File: src/rtl/pause_flow_ctrl_if.sv
// Pause-frame request/ack channel between the flow-control scheduler and the MAC TX.
// Widths are fixed by the MAC pause-frame format (16-bit quanta, 48-bit address).
interface pause_flow_ctrl_if;
    logic        tx_pause_req;
    logic [15:0] tx_pause_val;
    logic [47:0] tx_pause_source_addr;
    logic        tx_pause_ack;

    modport master (
        output tx_pause_req,
        output tx_pause_val,
        output tx_pause_source_addr,
        input  tx_pause_ack
    );

    modport slave (
        input  tx_pause_req,
        input  tx_pause_val,
        input  tx_pause_source_addr,
        output tx_pause_ack
    );
endinterface

File: src/rtl/pause_flow_ctrl.sv
// Watermark-driven 802.3x pause scheduler: XOFF on congestion, periodic XOFF refresh,
// explicit XON once the RX FIFO drains. All outputs registered; req/ack in tx_clk domain.
module pause_flow_ctrl #(
    parameter int unsigned FILL_W         = 11,
    parameter int unsigned XOFF_THRESH    = 768,
    parameter int unsigned XON_THRESH     = 256,
    parameter logic [15:0] PAUSE_QUANTA   = 16'h5a0f,
    parameter int unsigned REFRESH_CYCLES = 1000000,
    parameter logic [47:0] SRC_ADDR       = 48'h0180C2000001
) (
    input  logic                  tx_clk,
    input  logic                  rst_n,
    input  logic                  enable,
    input  logic [FILL_W-1:0]     fifo_level,
    input  logic                  is_fifo_full,
    pause_flow_ctrl_if.master     pause,
    output logic                  paused,
    output logic [15:0]           xoff_cnt,
    output logic [15:0]           xon_cnt
);

    localparam int unsigned CNT_W = (REFRESH_CYCLES > 2) ? $clog2(REFRESH_CYCLES) : 1;
    localparam logic [CNT_W-1:0]  REFRESH_LOAD = CNT_W'(REFRESH_CYCLES - 1);
    localparam logic [FILL_W-1:0] XOFF_LVL     = FILL_W'(XOFF_THRESH);
    localparam logic [FILL_W-1:0] XON_LVL      = FILL_W'(XON_THRESH);

    typedef enum logic [1:0] {
        IDLE     = 2'd0,
        XOFF_REQ = 2'd1,
        PAUSED   = 2'd2,
        XON_REQ  = 2'd3
    } state_t;

    state_t            state_q, state_d;
    logic              req_q, req_d;
    logic [15:0]       val_q, val_d;
    logic [47:0]       addr_q, addr_d;
    logic              paused_q, paused_d;
    logic [CNT_W-1:0]  refresh_q, refresh_d;
    logic [15:0]       xoff_q, xoff_d;
    logic [15:0]       xon_q, xon_d;

    logic hi_c;
    logic lo_c;
    logic ack_c;

    function automatic logic [15:0] sat_inc(input logic [15:0] v);
        return (v == 16'hFFFF) ? v : v + 16'd1;
    endfunction

    // Watermark conditions; a full flag overrides the level in both directions.
    assign hi_c  = is_fifo_full | (fifo_level >= XOFF_LVL);
    assign lo_c  = ~is_fifo_full & (fifo_level <= XON_LVL);
    assign ack_c = pause.tx_pause_ack & req_q;

    always_ff @(posedge tx_clk or negedge rst_n) begin
        if (!rst_n) begin
            state_q   <= IDLE;
            req_q     <= 1'b0;
            val_q     <= '0;
            addr_q    <= '0;
            paused_q  <= 1'b0;
            refresh_q <= '0;
            xoff_q    <= '0;
            xon_q     <= '0;
        end else begin
            state_q   <= state_d;
            req_q     <= req_d;
            val_q     <= val_d;
            addr_q    <= addr_d;
            paused_q  <= paused_d;
            refresh_q <= refresh_d;
            xoff_q    <= xoff_d;
            xon_q     <= xon_d;
        end
    end

    // Next-state and registered-output logic; requests are only changed on ack.
    always_comb begin
        state_d   = state_q;
        req_d     = req_q;
        val_d     = val_q;
        addr_d    = addr_q;
        paused_d  = paused_q;
        refresh_d = refresh_q;
        xoff_d    = xoff_q;
        xon_d     = xon_q;

        unique case (state_q)
            IDLE: begin
                if (enable && hi_c) begin
                    state_d = XOFF_REQ;
                    req_d   = 1'b1;
                    val_d   = PAUSE_QUANTA;
                    addr_d  = SRC_ADDR;
                end
            end
            XOFF_REQ: begin
                if (ack_c) begin
                    state_d   = PAUSED;
                    req_d     = 1'b0;
                    val_d     = '0;
                    addr_d    = '0;
                    paused_d  = 1'b1;
                    refresh_d = REFRESH_LOAD;
                    xoff_d    = sat_inc(xoff_q);
                end
            end
            PAUSED: begin
                if (!enable || lo_c) begin
                    state_d = XON_REQ;
                    req_d   = 1'b1;
                    val_d   = '0;
                    addr_d  = SRC_ADDR;
                end else if (refresh_q == '0) begin
                    state_d = XOFF_REQ;
                    req_d   = 1'b1;
                    val_d   = PAUSE_QUANTA;
                    addr_d  = SRC_ADDR;
                end else begin
                    refresh_d = refresh_q - CNT_W'(1);
                end
            end
            XON_REQ: begin
                if (ack_c) begin
                    state_d  = IDLE;
                    req_d    = 1'b0;
                    val_d    = '0;
                    addr_d   = '0;
                    paused_d = 1'b0;
                    xon_d    = sat_inc(xon_q);
                end
            end
            default: begin
                state_d = IDLE;
            end
        endcase
    end

    assign pause.tx_pause_req         = req_q;
    assign pause.tx_pause_val         = val_q;
    assign pause.tx_pause_source_addr = addr_q;
    assign paused                     = paused_q;
    assign xoff_cnt                   = xoff_q;
    assign xon_cnt                    = xon_q;

    // Handshake invariants: a raised request holds until acked, then drops for a cycle.
    a_req_hold: assert property (@(posedge tx_clk) disable iff (!rst_n)
        (req_q && !pause.tx_pause_ack) |=> (req_q && $stable(val_q) && $stable(addr_q)));
    a_req_gap: assert property (@(posedge tx_clk) disable iff (!rst_n)
        (req_q && pause.tx_pause_ack) |=> !req_q);
    a_idle_zero: assert property (@(posedge tx_clk) disable iff (!rst_n)
        !req_q |-> (val_q == '0 && addr_q == '0));

endmodule

File: src/flat_wrapper.sv
// flat-port wrapper written by rule: the top's interface ports become plain ports
module pause_flow_ctrl_flat 
#(
    parameter int unsigned FILL_W         = 11,
    parameter int unsigned XOFF_THRESH    = 768,
    parameter int unsigned XON_THRESH     = 256,
    parameter logic [15:0] PAUSE_QUANTA   = 16'h5a0f,
    parameter int unsigned REFRESH_CYCLES = 1000000,
    parameter logic [47:0] SRC_ADDR       = 48'h0180C2000001
)
  (tx_clk, rst_n, enable, fifo_level, is_fifo_full, paused, xoff_cnt, xon_cnt, pause_tx_pause_req, pause_tx_pause_val, pause_tx_pause_source_addr, pause_tx_pause_ack);
  pause_flow_ctrl_if pause_i ();
  input  logic tx_clk;
  input  logic rst_n;
  input  logic enable;
  input  logic [FILL_W-1:0] fifo_level;
  input  logic is_fifo_full;
  output logic paused;
  output logic [15:0] xoff_cnt;
  output logic [15:0] xon_cnt;
  output wire logic [$bits(pause_i.tx_pause_req)-1:0] pause_tx_pause_req;
  output wire logic [$bits(pause_i.tx_pause_val)-1:0] pause_tx_pause_val;
  output wire logic [$bits(pause_i.tx_pause_source_addr)-1:0] pause_tx_pause_source_addr;
  input wire logic [$bits(pause_i.tx_pause_ack)-1:0] pause_tx_pause_ack;
  assign pause_tx_pause_req = pause_i.tx_pause_req;
  assign pause_tx_pause_val = pause_i.tx_pause_val;
  assign pause_tx_pause_source_addr = pause_i.tx_pause_source_addr;
  assign pause_i.tx_pause_ack = pause_tx_pause_ack;
  pause_flow_ctrl #(.FILL_W(FILL_W), .XOFF_THRESH(XOFF_THRESH), .XON_THRESH(XON_THRESH), .PAUSE_QUANTA(PAUSE_QUANTA), .REFRESH_CYCLES(REFRESH_CYCLES), .SRC_ADDR(SRC_ADDR)) u_core (.tx_clk(tx_clk), .rst_n(rst_n), .enable(enable), .fifo_level(fifo_level), .is_fifo_full(is_fifo_full), .pause(pause_i), .paused(paused), .xoff_cnt(xoff_cnt), .xon_cnt(xon_cnt));
endmodule
File: config.mk
export PLATFORM = sky130hd
export DESIGN_NAME = pause_flow_ctrl_flat
export DESIGN_NICKNAME = d
export VERILOG_FILES = /design/src/rtl/pause_flow_ctrl_if.sv /design/src/rtl/pause_flow_ctrl.sv /design/src/flat_wrapper.sv
export SDC_FILE = /design/constraint.sdc
export NUM_CORES = 1
export LEC_CHECK = 0
export ABC_AREA = 1
export CAP_MARGIN = 20
export CORE_MARGIN = 4
export CORE_UTILIZATION = 52
export DETAILED_ROUTE_END_ITERATION = 6
export PLACE_DENSITY_LB_ADDON = 0.25
export SLEW_MARGIN = 20
export SYNTH_ARGS = -nofsm -noshare
export SYNTH_HDL_FRONTEND = slang
export SYNTH_SLANG_ARGS = --single-unit
File: constraint.sdc
create_clock -name tx_clk -period 3.3 [get_ports tx_clk]
set_input_delay 0.66 -clock tx_clk [delete_from_list [all_inputs] [get_ports tx_clk]]
set_output_delay 0.66 -clock tx_clk [all_outputs]
set_load 0.02 [all_outputs]
# Word level (Yosys, flattened, before mapping)
# Index checks and enable logic that the tools add are counted.
# word_totals
reg_bits	120
inputBits	16
word_cells	72
# op_classes
add_sub_neg	3
n_lt_le_gt_ge	2
eq_ne	12
n_mux	27
bitwise_logic	6
n_reduce_logical	14
# op_table
cell	n
$mux W48	4
$pmux W48 S3	1
$mux W16	4
$mux W20	3
$pmux W16 S3	1
$pmux W20 S2	1
$add A16 B1 Y16 const B	2
$eq A16 B16 Y1 const B	2
$logic_not A20 Y1	1
$sub A20 B1 Y20 const B	1
$reduce_and A3 Y1	4
$ge A11 B10 Y1 const B	1
$le A11 B9 Y1 const B	1
$mux W2	5
$ne A2 B1 Y1 const B	4
$pmux W2 S4	1
$reduce_and A4 Y1	2
$mux W1	5
$eq A2 B2 Y1 const B	2
$ne A2 B2 Y1 const B	2
$reduce_bool A2 Y1	2
$ne A3 B1 Y1 const B	1
$not A1 Y1	3
$pmux W1 S3	1
9 further kinds	10

# Longest topological paths before layout
# Gate-level depths: netlist of the first run.
# depth
depth_word	5
mapped_depth	12
depth_no_buf	11

# Worst setup path before layout of the first run
# OpenSTA, ideal clock, no wires.
# synth_timing
path_kind	register -> register
from	reg u_core.xon_q[0], in the netlist u_core.xon_cnt[0]
to	reg u_core.xon_q[7], in the netlist u_core.xon_cnt[7]
setup_time_ns	0.134
arrival_time_ns	1.619
required_time_ns	3.166
path_slack_ns	1.548
stages_incl_launch_ff	9
n_path_buf	1
period_less_slack_ns	1.752
cell_sequence	dfrtp_1 ha_1 nand3_1 nor3_2 nand3_1 nand2_2 buf_6 nor2_1 xor2_1
# synth_via
elab_chain_len	3
word_cells_on_any_way	4
cone_classes	add/sub: 1; eq/ne: 1; bitwise: 1; reduce/logical: 1
# synth_rtl
element	line_no	text
from (decl)	pause_flow_ctrl.sv:41	logic [15:0] xon_q, xon_d;
from (signal assigned)	pause_flow_ctrl.sv:74	xon_q <= xon_d;
branches (longest 3 deep; another with $add A16 B1 Y16)	--	
# Parallel ways; which one is timed is not known.
# A chain may end at the register's enable or synchronous reset.

# Worst setup path after layout of the first run
# layout_timing
from	reg u_core.xon_q[0], in the netlist u_core.xon_cnt[0]
to	out xon_cnt[0]
# layout_rtl
element	line_no	text
to (decl)	flat_wrapper.sv:20	output logic [15:0] xon_cnt;
# No word-level cell between the ends.

==> flow_metrics.py, run 1 <==
metrics = {
    "clock_network": {
        "hold_buffers": 0,
        "cts_resized": 0,
        "insertion_delay_ns": 0.34,
        "clkTransAtPathRegs_ns": 0.07,
        "h-tree-depth": 3,
        "cts-root-buf": "clkbuf_8",
        "cts.path.max_buffers": 2,
        "cts.sinks": 57,
        "post-cts-setup-buffers": 0,
        "cts_tree": "built",
        "cts_buffers": 9,
    },
    "power_and_ir_drop": {
        "powerDensity_mw_per_mm2": 751,
        "combPwrFrac_pct": 46.4,
        "p_leak_nw": 2.15,
        "swShare_pct": 43.6,
        "internal-power_w": 0.00190,
        "ir_drop_mv": 0.430,
        "seqPwrFrac_pct": 33.6,
        "p_sw_w": 0.00147,
        "clkPwrFrac_pct": 20.0,
    },
    "critical_path": {
        "crit_buf_inv": 1,
        "crit_chain": "clkdlybuf4s50_1",
        "path_max_fanout": 7,
        "slowest_delay_ns": 0.66,
        "crit_required_ns": 2.64,
        "arrival_ns": 1.50,
        "r2r_end": "u_core.xon_cnt[10]",
        "ff2ff_path_depth": 8,
        "crit_cells": 1,
        "r2r_setup_slack_ns": 1.33,
        "cp-start-kind": "register",
        "rr_startpoint": "u_core.xon_cnt[0]",
        "worstSetupPathType": "register to output pin",
        "crit_family": "buffers and inverters",
        "slowest_stage": "clkdlybuf4s50_1",
        "end_kind": "output pin",
    },
    "floorplan": {
        "io_pins": 114,
        "core.rowCount": 31,
        "initial_core_util_pct": 53.4,
        "coreArea_mm2": 0.00725,
        "die_y_um": 94.3,
        "die_area_mm2": 0.00889,
        "die_w_um": 94.3,
    },
    "layout": {
        "fin_nets": 594,
        "diodes": 0,
        "syn_to_final_growth_pct": 15.9,
        "fillers": 670,
        "final_core_util_pct": 61.9,
        "layout-drive-gt1-share_pct": 7.60,
    },
    "synthesis": {
        "synthCells": 519,
        "synth_edf_count": 0,
        "mappedNetlistArea_mm2": 0.00387,
        "ys_types": 28,
        "async_flop_share_pct": 100,
        "synth.largest_area_cell": "dfrtp_1",
        "synth_top_cell_area_share_pct": 36.9,
        "synth-seq-area-share_pct": 36.9,
        "avgSynthCellArea_um2": 7.46,
        "synth_ff_type": "dfrtp_1",
        "yosysWarnings": 0,
        "synth.area.top_cells": "dfrtp_1 37%, nand2_1 14%, buf_4 12%",
        "synth-seq-cells": 57,
    },
    "route": {
        "drt_pass1_iterations": 4,
        "num_vias": 3214,
        "vias_per_cell": 4.74,
        "ant_nets": 0,
        "wirelength_um": 8090,
        "routedWlPerCell_um": 11.9,
        "drc": 0,
        "drt_iter0_drc": 142,
    },
    "sta": {
        "drv_slew": 0,
        "min_period_ns": 2.16,
        "finalCritPeriodShare_pct": 65.5,
        "setup-violations-final": 0,
        "max_freq_ghz": 0.463,
        "fin_skew_ns": 0.0101,
        "fin_setup_tns_ns": 0,
        "slew_headroom_pct": 53.3,
        "rsz0062_at_grt": "no",
        "hold_violations": 0,
        "tightest_slew_ns": 0.701,
    },
    "placed_design": {
        "hpwl_um": 6030,
        "io_buffers": 63,
        "place_congestion": 0.831,
    },
    "global_route": {
        "grt_pass1_vias": 3008,
        "grt_max_degree": 32,
        "grt_pass1_wl_um": 13600,
        "overflow": 0,
        "track_usage_pct": 19.3,
        "antenna_found_initial": 0,
    },
    "run_status": {
        "status": "finished clean",
    },
    "worst_hold_path": {
        "hold_class": "input port to async pin",
    },
    "run": {
        "drv_cap": 0,
    },
}
==> cell type report <==
class / count / area [um2] / area share [%]
timing repair buffer: 65 / 641 / 14.3
multi-input combinational: 395 / 1920 / 42.7
inverter: 46 / 173 / 3.85
sequential: 57 / 1430 / 31.8
clock inverter: 4 / 51.3 / 1.14
tap: 99 / 124 / 2.76
clock buffer: 12 / 155 / 3.46
==> per-stage QoR <==
step / setup WS (ns) / total power [W] / cells / area, um2 / hold WS (ns)
3_5_place_dp: 0.852 / 0.00270 / 662 / 4280 / 0.472
4_1_cts: 1.14 / 0.00339 / 678 / 4490 / 0.403
5_1_grt: 1.04 / 0.00362 / 678 / 4490 / 0.423
3_3_place_gp: 0.865 / 0.00267 / 662 / 4280 / 0.470
6_report: 1.14 / 0.00337 / 678 / 4490 / 0.374
2_1_floorplan: 1.55 / 0.00231 / 568 / 4050 / 0.364
==> metal layers <==
layer	vias to the layer above	track usage [%]	part of all wire (%)
met1	1491	24.5	44
met5	-	0	0
li1	1616	-	-
met4	0	5.05	1.4
met2	95	31.9	50
met3	12	6.01	4.9
==> cell usage in the layout (no fill, tap or decap) <==
cell	Yosys	layout
nand2_2	6	6
xnor2_1	9	9
nor3_1	7	7
o21ai_0	8	8
nor2_2	6	6
inv_2	1	1
dfrtp_1	57	57
clkinv_2	0	1
clkdlybuf4s50_1	0	62
nand4_1	5	5
nand2_1	144	144
clkinvlp_4	0	1
clkinv_4	0	1
ha_1	4	4
or2_2	2	2
xor2_1	30	30
a21oi_1	6	6
bufinv_16	0	1
nand3b_1	2	2
nor3_2	2	2
clkbuf_1	1	1
nor2_4	1	1
conb_1	1	50
nor4_1	2	2
buf_4	63	2
buf_2	1	1
inv_1	45	45
o21ai_2	8	8
o21ai_1	10	10
nand3_1	33	33
nor3b_1	1	1
clkbuf_8	0	11
nor2_1	59	59
==> registers in the layout, summed over array words and instances, names as in the netlist <==
signal / cells
u_core.pause.tx_pause_source_addr: 1
u_core.pause.tx_pause_val: 1
u_core.xoff_cnt: 16
u_core.state_q: 2
u_core.paused: 1
u_core.refresh_q: 20
u_core.xon_cnt: 16
==> logic make-up after synthesis <==
family	Yosys count	synth area share [%]
AO/OA/AOI/OAI	32	4.91
XOR/XNOR	39	8.83
adder cells (fa/ha/maj)	4	1.29
buffers and inverters	116	18.4
flip-flops	57	36.9
other	1	0.0969
AND/OR/NAND/NOR	270	29.6
==> power groups by stage <==
stage | registers (W) | clock network [W] | logic [W]
after floorplan | 0.00122 | 0 | 0.00109
after global placement | 0.00113 | 0 | 0.00153
after detailed placement | 0.00113 | 0 | 0.00157
after CTS | 0.00113 | 0.000687 | 0.00157
after global routing | 0.00116 | 0.000726 | 0.00173
final | 0.00113 | 0.000674 | 0.00156
==> worst max-delay path by stage <==
stage | slack, ns | to | startpoint
2_1_floorplan | 1.55 | u_core.xon_cnt[7] | u_core.xon_cnt[0]
3_3_place_gp | 0.86 | u_core.xoff_cnt[9] | pause_tx_pause_ack
3_5_place_dp | 0.85 | u_core.xoff_cnt[9] | pause_tx_pause_ack
4_1_cts | 1.14 | xon_cnt[0] | u_core.xon_cnt[0]
5_1_grt | 1.04 | u_core.refresh_q[10] | fifo_level[0]
6_report | 1.14 | xon_cnt[0] | u_core.xon_cnt[0]
==> cells in the mapped netlist, types with 5 or more instances <==
master   number
o21ai_1      10
nand2_1     144
o21ai_0       8
buf_4        63
nand4_1       5
nor2_1       59
nand3_1      33
nor2_2        6
inv_1        45
nor3_1        7
xnor2_1       9
dfrtp_1      57
xor2_1       30
buf_6         5
o21ai_2       8
a21oi_1       6
nand2_2       6
(Power assumes the default switching activity.)
==> inputs of run 2 (changes only) <==
--- a/config.mk
+++ b/config.mk
@@ -8,7 +8,7 @@
 export ABC_AREA = 1
 export CAP_MARGIN = 20
 export CORE_MARGIN = 4
-export CORE_UTILIZATION = 52
+export CORE_UTILIZATION = 48
 export DETAILED_ROUTE_END_ITERATION = 6
 export PLACE_DENSITY_LB_ADDON = 0.25
 export SLEW_MARGIN = 20
==> constraint.sdc (replaced) <==
create_clock -name tx_clk -period 2.1 [get_ports tx_clk]
set_input_delay 0.42 -clock tx_clk [delete_from_list [all_inputs] [get_ports tx_clk]]
set_output_delay 0.42 -clock tx_clk [all_outputs]
set_load 0.02 [all_outputs]
==> run 2 against run 1 <==
Against the previous run:
- worst hold slack got worse by 0.37 ns
- global-route usage fell by 1.9 points
- via count fell by 0.22%
- register-to-register slack got worse by 1.1 ns
- flip-flop and latch count did not move
- routed wire length fell by 0.25%
- power rose by 56%
- clock skew rose by 0.00093 ns
- first-iteration DRC count fell by 7.0%
- non-clock buffer count rose by 8
- critical endpoint is now pause_tx_pause_source_addr[31]
- largest power group unchanged
==> flow_metrics.py, run 2 (same netlist as run 1, synthesis figures left out) <==
metrics = {
    "run_status": {
        "status": "finished clean",
    },
    "sta": {
        "tightest_slew_ns": 0.632,
        "slew_headroom_pct": 57.5,
        "fin_skew_ns": 0.0111,
        "finalCritPeriodShare_pct": 90.2,
        "fin_setup_tns_ns": 0,
        "min_period_ns": 1.89,
        "max_freq_ghz": 0.528,
        "setup-violations-final": 0,
        "rsz0062_at_grt": "no",
        "drv_slew": 0,
        "hold_violations": 0,
    },
    "floorplan": {
        "io_pins": 114,
        "die_area_mm2": 0.00956,
        "die_y_um": 97.8,
        "initial_core_util_pct": 49.8,
        "coreArea_mm2": 0.00777,
        "die_w_um": 97.8,
        "core.rowCount": 32,
    },
    "clock_network": {
        "cts.path.max_buffers": 2,
        "hold_buffers": 0,
        "cts_buffers": 9,
        "cts_tree": "built",
        "clkTransAtPathRegs_ns": 0.07,
        "insertion_delay_ns": 0.34,
        "h-tree-depth": 3,
        "cts-root-buf": "clkbuf_8",
        "cts.sinks": 57,
        "cts_resized": 0,
        "post-cts-setup-buffers": 0,
    },
    "placed_design": {
        "place_congestion": 0.787,
        "placed_cell_area_mm2": 0.00438,
        "io_buffers": 63,
        "dpl.cell_count": 673,
        "hpwl_um": 6120,
    },
    "route": {
        "drt_iter0_drc": 132,
        "ant_nets": 0,
        "vias_per_cell": 4.68,
        "drc": 0,
        "num_vias": 3207,
        "wirelength_um": 8070,
        "routedWlPerCell_um": 11.8,
        "drt_pass1_iterations": 4,
    },
    "layout": {
        "syn_to_final_growth_pct": 17.3,
        "fin_nets": 602,
        "final_common_cell": "nand2_1",
        "diodes": 0,
        "top_register": "u_core.refresh_q",
        "finalInstanceArea_mm2": 0.00454,
        "final_core_util_pct": 58.4,
        "mostFrequentLayoutCells": "144 x nand2_1, 62 x clkdlybuf4s50_1, 59 x nor2_1",
        "layout-drive-gt1-share_pct": 8.40,
        "layout.cells.non_filler": 685,
        "largest_register_ffs": 20,
    },
    "power_and_ir_drop": {
        "internal-power_w": 0.00296,
        "clkPwrFrac_pct": 16.6,
        "seqPwrFrac_pct": 33.7,
        "swShare_pct": 43.7,
        "ir_drop_mv": 0.614,
        "p_sw_w": 0.00229,
        "combPwrFrac_pct": 49.7,
        "p_leak_nw": 2.18,
        "finalPower_w": 0.00525,
        "powerDensity_mw_per_mm2": 1160,
    },
    "critical_path": {
        "crit_chain": "clkdlybuf4s50_1",
        "crit_buf_inv": 1,
        "arrival_ns": 1.47,
        "worstSetupPathType": "register to output pin",
        "slowest_stage": "clkdlybuf4s50_1",
        "cp-start-kind": "register",
        "slowest_delay_ns": 0.67,
        "crit_family": "buffers and inverters",
        "crit_cells": 1,
        "path_max_fanout": 9,
        "end_kind": "output pin",
        "ff2ff_path_depth": 8,
        "crit_required_ns": 1.68,
    },
    "run": {
        "drv_cap": 0,
    },
    "global_route": {
        "grt_pass1_wl_um": 14000,
        "track_usage_pct": 17.4,
        "grt_pass1_vias": 3119,
        "grt_max_degree": 42,
        "antenna_found_initial": 0,
        "overflow": 0,
    },
    "worst_hold_path": {
        "hold_class": "input port to async pin",
    },
}
## run 2: cell types whose count changed in the layout (fill, tap and decap cells not counted), sizes merged
cell	before	now
clkbuf	12	11
clkinv	2	1
clkinvlp	1	0
bufinv	1	0
buf	3	11
## run 2: area by class of cell
cell class / instances / area, um2
clock buffer: 11 / 151
clock inverter: 1 / 5.00
fill: 755 / 3230
inverter: 46 / 173
multi-input combinational: 395 / 1920
sequential: 57 / 1430
tap: 102 / 128
timing repair buffer: 73 / 738
## run 2: power groups by stage
stage | Combinational, W | Clock (W) | Sequential, W
after global placement | 0.00257 | 0 | 0.00177
after CTS | 0.00263 | 0.000896 | 0.00177
after floorplan | 0.00171 | 0 | 0.00192
after detailed placement | 0.00262 | 0 | 0.00178
final | 0.00261 | 0.000872 | 0.00177
after global routing | 0.00288 | 0.000936 | 0.00183
## run 2: metal layers
layer  up-vias  global-route usage (%)  routed length [um]
li1       1620                       -                   -
met1      1504                    22.1                3550
met2        69                    29.2                4070
met3        14                    3.43                 310
met4         0                    7.03                 139
met5         -                       0                   0
## run 2: worst paths after layout
kind                       slack [ns]                                   from                             end
max                              0.21  u_core.pause.tx_pause_source_addr[39]  pause_tx_pause_source_addr[31]
min                             0.008                                  rst_n             u_core.refresh_q[2]
min reg2reg                      0.50                   u_core.refresh_q[18]            u_core.refresh_q[18]
max reg2reg                      0.26                     u_core.xoff_cnt[1]              u_core.xoff_cnt[0]
max in group asynchronous        1.53                                  rst_n               u_core.xon_cnt[1]
min in group tx_clk              0.50                   u_core.refresh_q[18]            u_core.refresh_q[18]
## run 2: stage by stage
stage,worst slack [ns],hold WS [ns]
detailed placement,0.0822,0.387
floorplan,0.348,0.124
finish,0.207,0.00849
global placement,0.147,0.387
global route,0.0813,0.0393
CTS,0.177,0.0179
==> inputs of run 3 (changes only) <==
--- a/config.mk
+++ b/config.mk
@@ -15,3 +15,4 @@
 export SYNTH_ARGS = -nofsm -noshare
 export SYNTH_HDL_FRONTEND = slang
 export SYNTH_SLANG_ARGS = --single-unit
+export TNS_END_PERCENT = 1
==> results of run 3 <==
The final DEF is identical to that of run 2; final timing and power are the same.
==> RTL edit 1: new RTL, flow settings as in run 1 <==
`REFRESH_CYCLES` is set to 1000000 in 2 places; all go to 500000.
--- a/src/rtl/pause_flow_ctrl.sv
+++ b/src/rtl/pause_flow_ctrl.sv
@@ -5,7 +5,7 @@
     parameter int unsigned XOFF_THRESH    = 768,
     parameter int unsigned XON_THRESH     = 256,
     parameter logic [15:0] PAUSE_QUANTA   = 16'h5a0f,
-    parameter int unsigned REFRESH_CYCLES = 1000000,
+    parameter int unsigned REFRESH_CYCLES = 500000,
     parameter logic [47:0] SRC_ADDR       = 48'h0180C2000001
 ) (
     input  logic                  tx_clk,
--- a/src/flat_wrapper.sv
+++ b/src/flat_wrapper.sv
@@ -5,7 +5,7 @@
     parameter int unsigned XOFF_THRESH    = 768,
     parameter int unsigned XON_THRESH     = 256,
     parameter logic [15:0] PAUSE_QUANTA   = 16'h5a0f,
-    parameter int unsigned REFRESH_CYCLES = 1000000,
+    parameter int unsigned REFRESH_CYCLES = 500000,
     parameter logic [47:0] SRC_ADDR       = 48'h0180C2000001
 )
   (tx_clk, rst_n, enable, fifo_level, is_fifo_full, paused, xoff_cnt, xon_cnt, pause_tx_pause_req, pause_tx_pause_val, pause_tx_pause_source_addr, pause_tx_pause_ack);
Behaviour: same outputs for any inputs over 10 cycles, from zero or initial values and one cycle with rst_n low; that may be too few to reach the edited logic, so the function may still have changed.
==> RTL edit 1 against run 1 <==
  * Utilization increased by 0.071 points
  * Synthesized cell count decreased by 6.6%
  * Clock skew decreased by 0.0022 ns
  * Largest cell class unchanged
  * Cell count decreased by 6.6%
  * Clock power decreased by 32%
  * Synthesized area decreased by 3.7%
  * Total power decreased by 7.3%
  * Sequential cell count decreased by 1
  * Global-route usage decreased by 1.4 points
  * Worst setup slack improved by 0.040 ns
  * Design area decreased by 5.2%
  * Critical path depth unchanged
  * Wire length decreased by 7.2%
==> RTL edit 1: results (changes against run 1) <==
Outcome
  – Outcome: completed (unchanged)

Global route
  – Largest net degree at the start of global routing: 32 (unchanged)
  – Wire length of the first global-routing pass: 12700 um (was 13600 um)
  – GRT Util Overall: 0.179 (was 0.193)
  – Vias in the first global route: 2859 (was 3008)

Worst setup path
  – Worst R2R End: u_core.refresh_q[2] (was u_core.xon_cnt[10])
  – Crit path DAT: 1.46 ns (was 1.50 ns)
  – Top Family by Delay on Critical Path: buffers and inverters (unchanged)
  – Reg-to-Reg Start: u_core.refresh_q[0] (was u_core.xon_cnt[0])
  – Worst Setup SP: u_core.xoff_cnt[0] (was u_core.xon_cnt[0])
  – Worst R2R Path Depth: 11 (was 8)
  – CP peak stage delay: 0.66 ns (about the same)
  – Internal reg-to-reg setup slack: 1.19 ns (was 1.33 ns)
  – CP endpoint: xoff_cnt[0] (was xon_cnt[0])

STA
  – Worst Skew: 0.00794 ns (was 0.0101 ns)
  – Final Hold Vio Count: 0 (unchanged)
  – Worst-Margin Slew: 0.737 ns (was 0.701 ns)

Final layout
  – Share of layout cells above drive strength 1: 0.0615 (was 0.0760)
  – Max FFs per register: 19 (was 20)
  – Nets: 555 (was 594)
  – N_diodes: 0 (unchanged)

Clock tree
  – CTS resizes: 0 (unchanged)
  – Clk slew on worst S/H paths: 0.10 ns (was 0.07 ns)
  – CTS H-tree lvls: 2 (was 3)
  – Clk buf depth: 2 (unchanged)
  – Worst skew pair latency: 0.31 ns (was 0.34 ns)
  – CTS buffer count: 5 (was 9)

Detailed routing
  – Met3 WL: 650 um (was 393 um)
  – Pre-Repair DR Iteration Count: 5 (was 4)
  – Detailed Route Iter0 Violations: 150 (was 142)
  – Metal-1 WL: 3340 um (was 3530 um)
  – Via density: 4.77 (was 4.74)
  – Final WL: 7520 um (was 8090 um)
  – Wire per inst: 11.9 um (about the same)
  – Met2 WL post-DR: 3400 um (was 4050 um)

Logic synthesis
  – Top cells by count, synth: nand2_1, buf_4, dfrtp_1 (was nand2_1, buf_4, nor2_1)
  – Synth top area cells: dfrtp_1, buf_4, nand2_1, xor2_1, nor2_1 (was dfrtp_1, nand2_1, buf_4, xor2_1, nor2_1)
  – Ys Warns: 0 (unchanged)
  – Gate Count Post-Synth: 485 (was 519)
  – Sequential area share after synthesis: 0.376 (was 0.369)
  – Synth Flop Type: dfrtp_1 (unchanged)
  – Synth async-reset ratio: 1.00 (unchanged)
  – Synth unique cells: 30 (was 28)

Place
  – Placer Congestion: 0.864 (was 0.831)
  – Placed cells: 625 (was 662)
  – DP HPWL: 5740 um (was 6030 um)

Power and ir drop
  – Max rail drop VDD: 0.343 mV (was 0.430 mV)
  – LEAKAGE: 1.98 nW (was 2.15 nW)
RTL edit 1: kinds of logic (layout without fill, tap and decap cells):
family,count (synthesis),in the layout,synth area share
simple gates,231,231,0.270
buf+inv,117,120,0.192
flops,56,56,0.376
compound gates,39,39,0.0604
xor+xnor,38,38,0.0913
fa+ha+maj,3,3,0.0101
other cells,1,50,0.00101
RTL edit 1: metal layers:
metal / track usage / vias up
li1: - / 1509
met1: 0.225 / 1381
met2: 0.306 / 123
met3: 0.0382 / 7
met4: 0.0598 / 0
met5: 0 / -
RTL edit 1: power by group:
group          switching [W]  internal [W]  total (W)  leakage (nW)
sequential          0.000229      0.000893    0.00112         0.697
clock               0.000227      0.000230   0.000456        0.0558
combinational       0.000934      0.000610    0.00154          1.23
RTL edit 1: final cells by class:
class	count	area (um2)
Tap cell	96	120
Multi-Input combinational cell	361	1800
Sequential cell	56	1400
Timing Repair Buffer	64	646
Inverter	48	180
Clock buffer	6	72.6
Clock inverter	2	38.8
Fill cell	628	2620
RTL edit 1: stage by stage:
stage | utilization | setup slack, ns | hold slack (ns) | total power [W] | area [um2]
after global routing | 0.619 | 0.949 | 0.440 | 0.00337 | 4250
after CTS | 0.619 | 1.15 | 0.421 | 0.00315 | 4250
final | 0.619 | 1.18 | 0.403 | 0.00312 | 4250
after global placement | 0.603 | 0.985 | 0.487 | 0.00264 | 4140
after floorplan | - | 1.56 | 0.364 | 0.00227 | 3910
after detailed placement | 0.603 | 0.952 | 0.511 | 0.00268 | 4140
==> RTL edit 2: new RTL, settings of run 1 <==
Made on the original files. The 4 states of `state_t` get a one-hot encoding in 4 bits.
--- a/src/rtl/pause_flow_ctrl.sv
+++ b/src/rtl/pause_flow_ctrl.sv
@@ -24,11 +24,11 @@
     localparam logic [FILL_W-1:0] XOFF_LVL     = FILL_W'(XOFF_THRESH);
     localparam logic [FILL_W-1:0] XON_LVL      = FILL_W'(XON_THRESH);
 
-    typedef enum logic [1:0] {
-        IDLE     = 2'd0,
-        XOFF_REQ = 2'd1,
-        PAUSED   = 2'd2,
-        XON_REQ  = 2'd3
+    typedef enum logic [3:0] {
+        IDLE     = 4'b0001,
+        XOFF_REQ = 4'b0010,
+        PAUSED   = 4'b0100,
+        XON_REQ  = 4'b1000
     } state_t;
 
     state_t            state_q, state_d;
Formal check against the unedited RTL: no difference found for any inputs over 10 cycles, from zero or initial values and one cycle with rst_n low; not proved beyond that.
==> RTL edit 2 against run 1 <==
  * Non-clock buffer count unchanged
  * Design area increased by 4.0%
  * Worst setup slack gained 0.0034 ns
  * Total power down 12%
  * Wire length rose by 4.9%
  * First-iteration DRC count up 38%
  * Synthesized cell count increased by 4.8%
  * Clock power increased by 12%
  * Sequential cell count up 2
  * Synthesized area is 3.6% higher
  * Largest power group unchanged
  * Highest routed layer unchanged
==> RTL edit 2: results (changes against run 1) <==
Clock tree
  – CTS buffer count: 9 (unchanged)
  – Clk buf depth: 2 (unchanged)
  – Worst skew pair latency: roughly 0.35 ns
  – CTS resizes: 0 (unchanged)
  – Clk slew on worst S/H paths: 0.08 ns
  – CTS H-tree lvls: 3 (unchanged)

Final layout
  – Multi-input gate count: 407 (was 395)
  – Clock-cell share: 0.0482 (was 0.0460)
  – Multi-input gate share of total cell area: 0.423 (was 0.427)
  – Final non-clock buffer share: 0.137 (was 0.143)
  – Register area: 0.00148 mm2 (was 0.00143 mm2)
  – Largest Register: u_core.refresh_q (unchanged)
  – N_diodes: 0 (unchanged)
  – Non-clk invs: 60 (was 46)
  – Share of layout cells above drive strength 1: 0.0758 (was 0.0760)
  – Fill cells: 661 (was 670)
  – Biggest Area Class: multi-input combinational cells (unchanged)
  – Nets: 622 (was 594)

Outcome
  – Outcome: completed (unchanged)

Power and ir drop
  – Max rail drop VDD: 0.219 mV (was 0.430 mV)
  – LEAKAGE: 2.30 nW (was 2.15 nW)

Worst setup path
  – CP peak stage delay: 0.67 ns
  – CP max FO: 7 (unchanged)
  – Internal reg-to-reg setup slack: 1.41 ns (was 1.33 ns)
  – Worst R2R Path Depth: 8 (unchanged)
  – Top Family by Delay on Critical Path: buffers and inverters (unchanged)

Logic synthesis
  – FF+latch count, synth: 59 (was 57)
  – Synth top area cells: dfrtp_1, nand2_1, buf_4, nor2_1, nand3_1 (was dfrtp_1, nand2_1, buf_4, xor2_1, nor2_1)
  – Mux contribution to synthesized area: 0 (unchanged)
  – Sequential area share after synthesis: 0.369 (about the same)
  – XOR/XNOR share of the synthesized area: 0.0808 (was 0.0883)
  – Compound-Gate Fraction of Synth Area: 0.0362 (was 0.0491)
  – Top cells by count, synth: nand2_1, buf_4, dfrtp_1 (was nand2_1, buf_4, nor2_1)
  – Adder-Cell Fraction of Synth Area: 0.0125 (was 0.0129)
  – Synth unique cells: 30 (was 28)

Detailed routing
  – Wire per inst: 12.0 um (was 11.9 um)
  – Via density: 4.82 (was 4.74)
  – Pre-Repair DR Iteration Count: 6 (was 4)
  – Met3 WL: 659 um (was 393 um)
  – Detailed Route Iter0 Violations: 196 (was 142)
  – Metal-1 WL: 3620 um (was 3530 um)
  – Met2 WL post-DR: 4110 um (was 4050 um)

STA
  – Worst-Margin Slew: 0.742 ns (was 0.701 ns)
  – Hold WS: 0.377 ns (was 0.374 ns)
  – Worst Skew: 0.00813 ns (was 0.0101 ns)

Place
  – Placer Congestion: 0.886 (was 0.831)
  – Area after DPL: 0.00444 mm2 (was 0.00428 mm2)
  – DP HPWL: 6420 um (was 6030 um)

Die
  – Die Width: 95.8 um (was 94.3 um)

Global route
  – GRT Util Overall: 0.193 (about the same)
  – Vias in the first global route: 3130 (was 3008)
  – Largest net degree at the start of global routing: 35 (was 32)
  – Wire length of the first global-routing pass: 14000 um (was 13600 um)
==> RTL edit 2: changes by cell type after synthesis, sizes merged, moves of 3 or more <==
cell	delta
inv	+14
nand3	+11
o21ai	-9
xor2	-7
nand2	+6
xnor2	+5
nor3	+4
a21oi	+3
==> RTL edit 2: metrics by stage <==
| step | util | cells | setup slack [ns] |
|---|---|---|---|
| detailed placement | 0.603 | 690 | 0.884 |
| global placement | 0.603 | 690 | 0.964 |
| floorplan | - | 593 | 1.62 |
| CTS | 0.633 | 706 | 1.12 |
| finish | 0.633 | 706 | 1.14 |
| global route | 0.633 | 706 | 1.05 |
==> RTL edit 2: how the worst max path moves through the flow <==
stage / startpoint / to / slack [ns] / cells after the start
final: u_core.xon_cnt[7] / xon_cnt[7] / 1.14 / 1
after detailed placement: fifo_level[1] / u_core.refresh_q[0] / 0.88 / 9
after floorplan: fifo_level[4] / u_core.refresh_q[18] / 1.62 / 9
after global placement: fifo_level[4] / u_core.refresh_q[0] / 0.96 / 9
after CTS: u_core.xon_cnt[7] / xon_cnt[7] / 1.12 / 1
after global routing: fifo_level[1] / u_core.refresh_q[19] / 1.05 / 10
==> RTL edit 2: cells by family (layout without fill, tap and decap cells) <==
logic type	count (synthesis)	count (layout)
flops	59	59
xor+xnor	37	37
other cells	1	50
buf+inv	127	141
compound gates	27	27
simple gates	289	289
fa+ha+maj	4	4
==> RTL edit 2: where the power goes <==
group	internal (W)	switching [W]	total, W	leakage (nW)
registers	0.000873	0.000154	0.00103	0.728
logic	0.000478	0.000721	0.00120	1.46
clock network	0.000430	0.000323	0.000753	0.106
total	0.00178	0.00120	0.00298	2.30
==> RTL edit 2: routing by layer <==
layer / vias up / GRT usage
met4: 0 / 0.0699
met2: 125 / 0.320
met3: 10 / 0.0516
met5: - / 0
li1: 1693 / -
met1: 1573 / 0.242
